### src/rtl/rslatch.sv
// Clocked model of a cross-coupled NAND RS latch with active-low set/clear,
// optional input synchronizer, forbidden-state flag and deterministic release.
module rslatch #(
    parameter int   SYNC_STAGES = 0,
    parameter logic RESET_Q     = 1'b0,
    parameter logic RACE_Q      = 1'b0
) (
    input  logic clk,
    input  logic rst,
    input  logic s,
    input  logic r,
    output logic q,
    output logic nq,
    output logic both_low,
    output logic race
);

    logic s_in;
    logic r_in;
    logic ss;
    logic rs;

    logic q_reg;
    logic q_next;
    logic nq_reg;
    logic nq_next;
    logic both_low_reg;
    logic both_low_next;
    logic race_reg;
    logic race_next;

    // Only a clean 0 counts as an active request; X/Z in simulation fall to inactive.
    always_comb begin
        s_in = 1'b1;
        r_in = 1'b1;
        if (s == 1'b0) begin
            s_in = 1'b0;
        end
        if (r == 1'b0) begin
            r_in = 1'b0;
        end
    end

    generate
        if (SYNC_STAGES == 0) begin : g_nosync
            assign ss = s_in;
            assign rs = r_in;
        end else begin : g_sync
            logic [SYNC_STAGES-1:0] s_pipe_reg;
            logic [SYNC_STAGES-1:0] r_pipe_reg;

            // Reset loads the inactive level so no stale request survives reset.
            always_ff @(posedge clk) begin
                if (rst) begin
                    s_pipe_reg <= '1;
                    r_pipe_reg <= '1;
                end else begin
                    s_pipe_reg[0] <= s_in;
                    r_pipe_reg[0] <= r_in;
                    for (int i = 1; i < SYNC_STAGES; i++) begin
                        s_pipe_reg[i] <= s_pipe_reg[i-1];
                        r_pipe_reg[i] <= r_pipe_reg[i-1];
                    end
                end
            end

            assign ss = s_pipe_reg[SYNC_STAGES-1];
            assign rs = r_pipe_reg[SYNC_STAGES-1];
        end
    endgenerate

    always_comb begin
        q_next        = q_reg;
        nq_next       = nq_reg;
        race_next     = 1'b0;
        both_low_next = ~ss & ~rs;
        case ({ss, rs})
            2'b01: begin
                q_next  = 1'b1;
                nq_next = 1'b0;
            end
            2'b10: begin
                q_next  = 1'b0;
                nq_next = 1'b1;
            end
            2'b00: begin
                q_next  = 1'b1;
                nq_next = 1'b1;
            end
            default: begin
                // Simultaneous release from the forbidden state: pick RACE_Q.
                if (q_reg && nq_reg) begin
                    q_next    = RACE_Q;
                    nq_next   = ~RACE_Q;
                    race_next = 1'b1;
                end
            end
        endcase
    end

    always_ff @(posedge clk) begin
        if (rst) begin
            q_reg        <= RESET_Q;
            nq_reg       <= ~RESET_Q;
            both_low_reg <= 1'b0;
            race_reg     <= 1'b0;
        end else begin
            q_reg        <= q_next;
            nq_reg       <= nq_next;
            both_low_reg <= both_low_next;
            race_reg     <= race_next;
        end
    end

    assign q        = q_reg;
    assign nq       = nq_reg;
    assign both_low = both_low_reg;
    assign race     = race_reg;

endmodule

### config.mk
export PLATFORM = sky130hd
export DESIGN_NAME = rslatch
export DESIGN_NICKNAME = d
export VERILOG_FILES = /design/src/rtl/rslatch.sv
export SDC_FILE = /design/constraint.sdc
export NUM_CORES = 1
export LEC_CHECK = 0
export CAP_MARGIN = 40
export CORE_AREA = 4 4 41 43
export DETAILED_ROUTE_END_ITERATION = 12
export DIE_AREA = 0 0 45 47
export MAX_ROUTING_LAYER = met4
export PLACE_DENSITY = 0.46
export SKIP_LAST_GASP = 1
export SLEW_MARGIN = 20
export SYNTH_ARGS = -nofsm -noshare
export SYNTH_HDL_FRONTEND = slang
export SYNTH_SLANG_ARGS = --single-unit
export TNS_END_PERCENT = 5
### constraint.sdc
create_clock -name clk -period 1.49 [get_ports clk]
set_input_delay 0.2235 -clock clk [delete_from_list [all_inputs] [get_ports clk]]
set_output_delay 0.2235 -clock clk [all_outputs]
set_load 0.02 [all_outputs]
# Word-level counts from Yosys, hierarchy flattened
# Index checks and enable logic that the tools add are counted.
# Widths: inputs -> output; s select.
[classes]
mux = 7
n_bitwise = 3
reduce_logical = 7
n_eq_ne = 2
[op_table]
columns = ["op", "n"]
rows = [
  ["$reduce_bool 3->1", 2],
  ["$mux 1", 5],
  ["$pmux 1 s2", 2],
  ["$reduce_or 2->1", 2],
  ["$reduce_or 4->1", 1],
  ["$eq 2x1->1 const B", 1],
  ["$eq 2x2->1 const B", 1],
  ["$logic_not 2->1", 1],
  ["$not 1->1", 2],
  ["$and 1x1->1", 1],
  ["$logic_and 1x1->1", 1],
]
[totals]
output_inout_bits = 4
in_bits = 4
word_cells = 23
reg_bits = 4

# Depth between registers and ports, before layout
# Gate-level depths: netlist of run 1.
[depth]
ltp_word = 4
depth_mapped = 4
depth_no_buf = 4

# Least setup slack after synthesis of run 1
# Ideal clock, no wire load.
[synth_timing]
path_type = "reg-to-reg"
startpoint = "register nq_reg (netlist: nq)"
endpoint = "register q_reg (netlist: q)"
arrival_time_ps = 749
t_required_ps = 1404
setup_time_ps = 86
stages_incl_launch_ff = 3
slack_ps = 655
cell_sequence = "dfxtp_1 -> nand2b_1 -> a221oi_2"
[synth_via]
elab_chain_len = 2
[synth_rtl]
columns = ["item", "line_no", "text"]
rows = [
  ["start: declaration", "25", "logic nq_reg;"],
  ["start signal: assignment", "104", "nq_reg <= ~RESET_Q;"],
  ["start signal: assignment", "109", "nq_reg <= nq_next;"],
  ["$logic_and 1x1->1", "92", "if (q_reg && nq_reg) begin"],
  ["$reduce_bool 3->1 (no line)", "n/a", ""],
  ["end signal: assignment", "108", "q_reg <= q_next;"],
  ["end: declaration", "23", "logic q_reg;"],
]
# Every way passes these cells.
# A chain may end at the register's enable or synchronous reset.

# Final worst setup path of run 1
[layout_timing]
startpoint = "register q_reg (netlist: q)"
endpoint = "output port q"
[layout_lines]
columns = ["item", "line_no", "text"]
rows = [
  ["end: declaration", "12", "output logic q,"],
]
# No word-level cell between the ends.

==> key figures, run 1 <==
STA
  • Worst Skew: about 0.19 ps
  • Min cycle time layout: ~1400 ps
  • F_max: approximately 700 MHz
  • Least-Margin Pin Slew: roughly 230 ps
  • Tcrit/Tclk final: between 90% and 100%
  • Final Hold Slack: around 470 ps
  • Max-slew headroom: 84.79%
  • Final setup violation count: 0
  • Final count of hold timing violations: 0
  • RSZ-0062 raised after global routing: no
  • Final Slew Violations: 0
  • Final setup TNS: 0 ps

Placement
  • IO buf count: 7
  • Estimated wirelength of the detail-placed design: approximately 330 um
  • RePlAce Congestion: 0.7264
  • Placed cell area: between 200 and 300 sq um

Critical path
  • Crit. End Element: output pin
  • Worst Setup SP: q$_SDFFE_PP0P_
  • Crit Path Class: reg2out
  • Worst Path Required: approximately 1300 ps
  • Crit Path Max Fanout: 3
  • CP arrival: roughly 1200 ps
  • CP Capture Point: q
  • Crit path buffers/inverters: 1
  • Critical register-to-register path endpoint: q$_SDFFE_PP0P_
  • CP Depth: 1
  • Crit start category: flop
  • CP max-delay cell: clkdlybuf4s50_1
  • Flop2flop setup slack: approximately 700 ps
  • Reg2reg start: nq$_SDFFE_PP1P_
  • Worst path max stage delay: 620 ps
  • Worst R2R Path Depth: 2
  • Crit-path cells: clkdlybuf4s50_1
  • Crit-path leading delay family: buffers and inverters

Drt
  • Vias per Instance: around 3.7
  • WL/cell: around 9 um
  • Detailed Route Iter0 Violations: 3
  • Total Wirelength: about 400 um
  • DRC Markers: 0
  • Routed via count: 163
  • Antenna viol nets, final: 0
  • DRT Pass-1 Iters: 3

Logic synthesis
  • Synth area leaders: dfxtp_1 (41%), ha_1 (26%), a221oi_2 (7.7%), inv_1 (5.8%), o21bai_1 (3.8%)
  • Largest area contributor in the netlist: dfxtp_1
  • Ys async rst share: 0%
  • Warnings from Yosys: 0
  • Synth Flop Type: dfxtp_1
  • Synth Register Bits: 4
  • Post-synthesis cell area: 195.2 sq um
  • Syn Nets: 27
  • Post-synth top cells: dfxtp_1 (4), ha_1 (4), inv_1 (3)
  • Share of the synthesized area in the top cell type: around 40%
  • Syn_area_per_cell: 10.27 sq um
  • Register area share after synthesis: between 40% and 50%
  • Synthesized instance count: 19
  • Synth unique cells: 11
  • Post-synth EDFFs: 0

Floorplanning
  • Initial core utilization: approximately 15%
  • Core Footprint: between 1000 and 1500 sq um
  • I/O Pins: 8
  • FP Rows: 13
  • Die Span X: roughly 45 um
  • Die Area: between 2000 and 2500 sq um
  • Chip height: about 47 um

Flow run
  • Maxcap violations: 0

Clock network
  • CTS root buf: clkbuf_4
  • CTS buffer count: 3
  • CTS Buffer Depth: 2
  • Skew-Pair Late Insertion Delay: 230 ps
  • CTS sink cnt: 4
  • Clock transition at the registers of the reported paths: 40 ps
  • CTS tree: built
  • Number of setup buffers added after CTS: 0
  • H-tree depth: 1

Global routing
  • Tot GR Track Use: under 10%
  • Antenna violations before repair: 0
  • First-pass GRT wire length: about 700 um
  • Pin count of the biggest net entering global routing: 5
  • Total grt overflow: 0
  • Vias in the first global route: 182

Power
  • PwrDens: 956.3 nW/um^2
  • Worst VDD drop: between 0.0002 and 0.00025 V
  • LEAKAGE: around 0.14 nW

Cells and area
  • Share of layout cells above drive strength 1: about 14%
  • Antenna diode instance count: 0
  • Final net count: 39
  • Area delta synth->final: 58.33%
  • Final Cell Area: around 310 sq um

Run status
  • Status: finished clean

Worst hold path
  • Worst hold path class: reg2reg
## through the flow
step | setup slack (ps) | util, % | instances | power (mW)
2_1_floorplan | 655.0 | - | 19 | 0.1401
3_3_place_gp | 78.57 | 21.83 | 41 | 0.1640
3_5_place_dp | 41.23 | 21.83 | 41 | 0.1655
4_1_cts | 29.20 | 23.56 | 44 | 0.3065
5_1_grt | 6.146 | 23.75 | 44 | 0.3177
6_report | 67.90 | 23.75 | 44 | 0.2955
## kinds of logic after synthesis
group                    count (synthesis)  synth area share, %
buffers and inverters                    3                5.769
flip-flops                               4                41.03
adder cells (fa/ha/maj)                  4                25.64
AO/OA/AOI/OAI                            2                11.54
AND/OR/NAND/NOR                          6                16.03
## worst min path at each step
stage,start,endpoint,slack (ps),cells past startpoint
4_1_cts,q$_SDFFE_PP0P_,race$_SDFF_PP0_,470,2
3_5_place_dp,nq$_SDFFE_PP1P_,race$_SDFF_PP0_,460,2
2_1_floorplan,rst,q$_SDFFE_PP0P_,290,1
5_1_grt,q$_SDFFE_PP0P_,race$_SDFF_PP0_,500,2
3_3_place_gp,q$_SDFFE_PP0P_,race$_SDFF_PP0_,470,2
6_report,q$_SDFFE_PP0P_,race$_SDFF_PP0_,470,2
## where the power goes
part	internal (mW)	switching, mW
Clock	0.0900	0.0428
Combinational	0.0242	0.0221
Sequential	0.113	0.00334
Total	0.227	0.0683
## per-layer routing
| metal | part of all wire [%] | vias up | global-route usage, % |
|---|---|---|---|
| met5 | 0 | - | - |
| met4 | 0 | 0 | 7.018 |
| met3 | 11 | 0 | 2.299 |
| met2 | 44 | 8 | 7.345 |
| met1 | 45 | 72 | 4.784 |
| li1 | - | 83 | - |
## cell usage in the layout (no fill, tap or decap), types with 3 or more instances in the layout
cell type / Yosys / routed
inv_1: 3 / 3
dfxtp_1: 4 / 4
clkbuf_4: 0 / 3
ha_1: 4 / 4
clkdlybuf4s50_1: 0 / 6
## final cells by class
class,count,area (sq um)
clock buffers,3,22.52
well taps,15,18.77
inverters,3,11.26
flip-flops and latches,4,80.08
fillers,144,992.2
repair buffers,7,72.57
multi-input cells,12,103.9
## what timing repair did
item                       in CTS  in global routing
hold buffers                    0                  0
setup endpoints to repair       0                  1
resized for setup               0                  1
Note: power is estimated with default switching activity, not from simulation.
==> run 2, diff against run 1 <==
GPL_TIMING_DRIVEN = 0   (was not set)
MAX_ROUTING_LAYER = not set   (was met4)
==> run 2 against run 1 <==
  * Power shrank 0.41%
  * Sequential power is essentially flat
  * Wire length shrank 14%
  * Hold slack gained 4.2 ps
  * Flip-flop and latch count is the same
  * Final cell count is the same
  * Cell area is the same
  * Clock skew grew 1.0 ps
  * Critical endpoint unchanged
  * Largest cell class unchanged
==> key figures, run 2 (synthesis results as in run 1) <==
Clock network
  • Number of setup buffers added after CTS: 0 (unchanged)
  • Skew-Pair Late Insertion Delay: 230 ps (about the same)
  • CTS Buffer Depth: 2 (unchanged)
  • CTS buffer count: 3 (unchanged)
  • CTS tree: built
  • CTS root buf: clkbuf_4
  • H-tree depth: 1 (unchanged)
  • Clock transition at the registers of the reported paths: 40 ps (about the same)
  • CTS sink cnt: 4 (unchanged)

Drt
  • Total Wirelength: 344 um (-14%)
  • DRC Markers: 0 (unchanged)
  • Detailed Route Iter0 Violations: 0 (-3)
  • Routed via count: 152 (-6.7%)
  • Antenna viol nets, final: 0 (unchanged)
  • DRT Pass-1 Iters: 1 (-2)
  • Vias per Instance: 3.455 (-6.7%)
  • WL/cell: 7.818 um (-14%)

Power
  • LEAKAGE: 0.1352 nW (unchanged)
  • Worst VDD drop: 0.0001913 V (-20%)
  • PwrDens: 952.3 nW/um^2 (-0.41%)
  • Pwr Total: 0.2943 mW (-0.41%)

STA
  • Least-Margin Pin Slew: 215.6 ps (-10.44 ps)
  • Max-slew headroom: 85.49% (+0.70 points)
  • Final setup TNS: 0 ps (unchanged)
  • Final Slew Violations: 0 (unchanged)
  • RSZ-0062 raised after global routing: no
  • Final setup violation count: 0 (unchanged)
  • Worst Skew: 1.231 ps (+1.043 ps)
  • Min cycle time layout: 1417 ps (-5.541 ps)
  • Final Hold Slack: 473.3 ps (+4.201 ps)
  • F_max: 705.9 MHz (+0.39%)
  • Final count of hold timing violations: 0 (unchanged)
  • Tcrit/Tclk final: 95.07% (-0.37 points)

Critical path
  • Crit-path cells: clkdlybuf4s50_1
  • Crit path buffers/inverters: 1 (unchanged)
  • Flop2flop setup slack: 700 ps (about the same)
  • Worst path max stage delay: 610 ps (about the same)
  • Crit Path Max Fanout: 3 (unchanged)
  • Crit start category: flop
  • Worst Setup SP: q$_SDFFE_PP0P_
  • Worst Path Required: 1270 ps (about the same)
  • Crit. End Element: output pin
  • Crit-path leading delay family: buffers and inverters
  • Crit Path Class: reg2out
  • CP arrival: 1190 ps (about the same)
  • CP max-delay cell: clkdlybuf4s50_1
  • Reg2reg start: nq$_SDFFE_PP1P_

Floorplanning
  • Initial core utilization: 15.00% (unchanged)
  • FP Rows: 13 (unchanged)
  • I/O Pins: 8 (unchanged)
  • Die Area: 2115 sq um (unchanged)
  • Chip height: 47 um (unchanged)
  • Die Span X: 45 um (unchanged)
  • Core Footprint: 1301 sq um (unchanged)

Cells and area
  • Final Cell Area: 309.0 sq um (unchanged)
  • Core Util, Final: 23.75% (unchanged)
  • Share of layout cells above drive strength 1: 13.79% (unchanged)
  • Most frequent cells in the layout: clkdlybuf4s50_1 (6), ha_1 (4), dfxtp_1 (4)
  • Area delta synth->final: 58.33% (unchanged)
  • Antenna diode instance count: 0 (unchanged)
  • Commonest non-fill, non-tap cell in the layout: clkdlybuf4s50_1
  • Final net count: 39 (unchanged)

Global routing
  • Total grt overflow: 0 (unchanged)
  • First-pass GRT wire length: 662 um (-4.1%)
  • Vias in the first global route: 167 (-8.2%)
  • Tot GR Track Use: 4.901% (-0.40 points)
  • Pin count of the biggest net entering global routing: 5 (unchanged)
  • Antenna violations before repair: 0 (unchanged)

Worst hold path
  • Worst hold path class: reg2reg
  • Hold_sp: q$_SDFFE_PP0P_

Run status
  • Status: finished clean

Placement
  • RePlAce Congestion: 0.7232 (-0.44%)
  • Placed cell area: 284.0 sq um (unchanged)
  • Estimated wirelength of the detail-placed design: 274 um (-17%)
  • IO buf count: 7 (unchanged)

Flow run
  • Maxcap violations: 0 (unchanged)
-- run 2: worst paths after layout --
path,to,cells after the start
max,q,1
min,race$_SDFF_PP0_,2
max reg2reg,q$_SDFFE_PP0P_,2
min reg2reg,race$_SDFF_PP0_,2
-- run 2: cell type report --
class,instances,area [sq um]
clock buffers,3,22.52
fillers,152,992.2
inverters,3,11.26
multi-input cells,12,103.9
flip-flops and latches,4,80.08
well taps,15,18.77
repair buffers,7,72.57
-- run 2: layer usage --
metal	routed length, um	global-route usage, %	part of all wire [%]	up-vias
met5	0	0	0	-
met4	0	5.263	0	0
met3	51	3.448	15	0
met2	127	5.367	37	8
met1	165	5.695	48	61
li1	-	-	-	83
-- run 2: repair_timing --
action | CTS | global route
setup endpoints to repair | 0 | 1
hold buffers | 0 | 0
gates resized for setup | 0 | 1
-- run 2: per-stage QoR --
stage                     cells  setup WS (ps)
after floorplan              19          655.0
after global placement       41          66.09
after detailed placement     41          72.07
after CTS                    44          27.35
after global routing         44          25.81
final                        44          73.44
-- run 2: report_power, final --
part,switching (mW),leakage (nW),internal [mW]
clock network,0.0426,0.0138,0.0900
registers,0.00348,0.0329,0.113
logic,0.0211,0.0886,0.0242
total,0.0672,0.135,0.227
==> run 3, diff against run 2 <==
HOLD_SLACK_MARGIN = 0.1   (was not set)
==> results of run 3 <==
The final DEF is identical to that of run 2; final timing and power are the same.
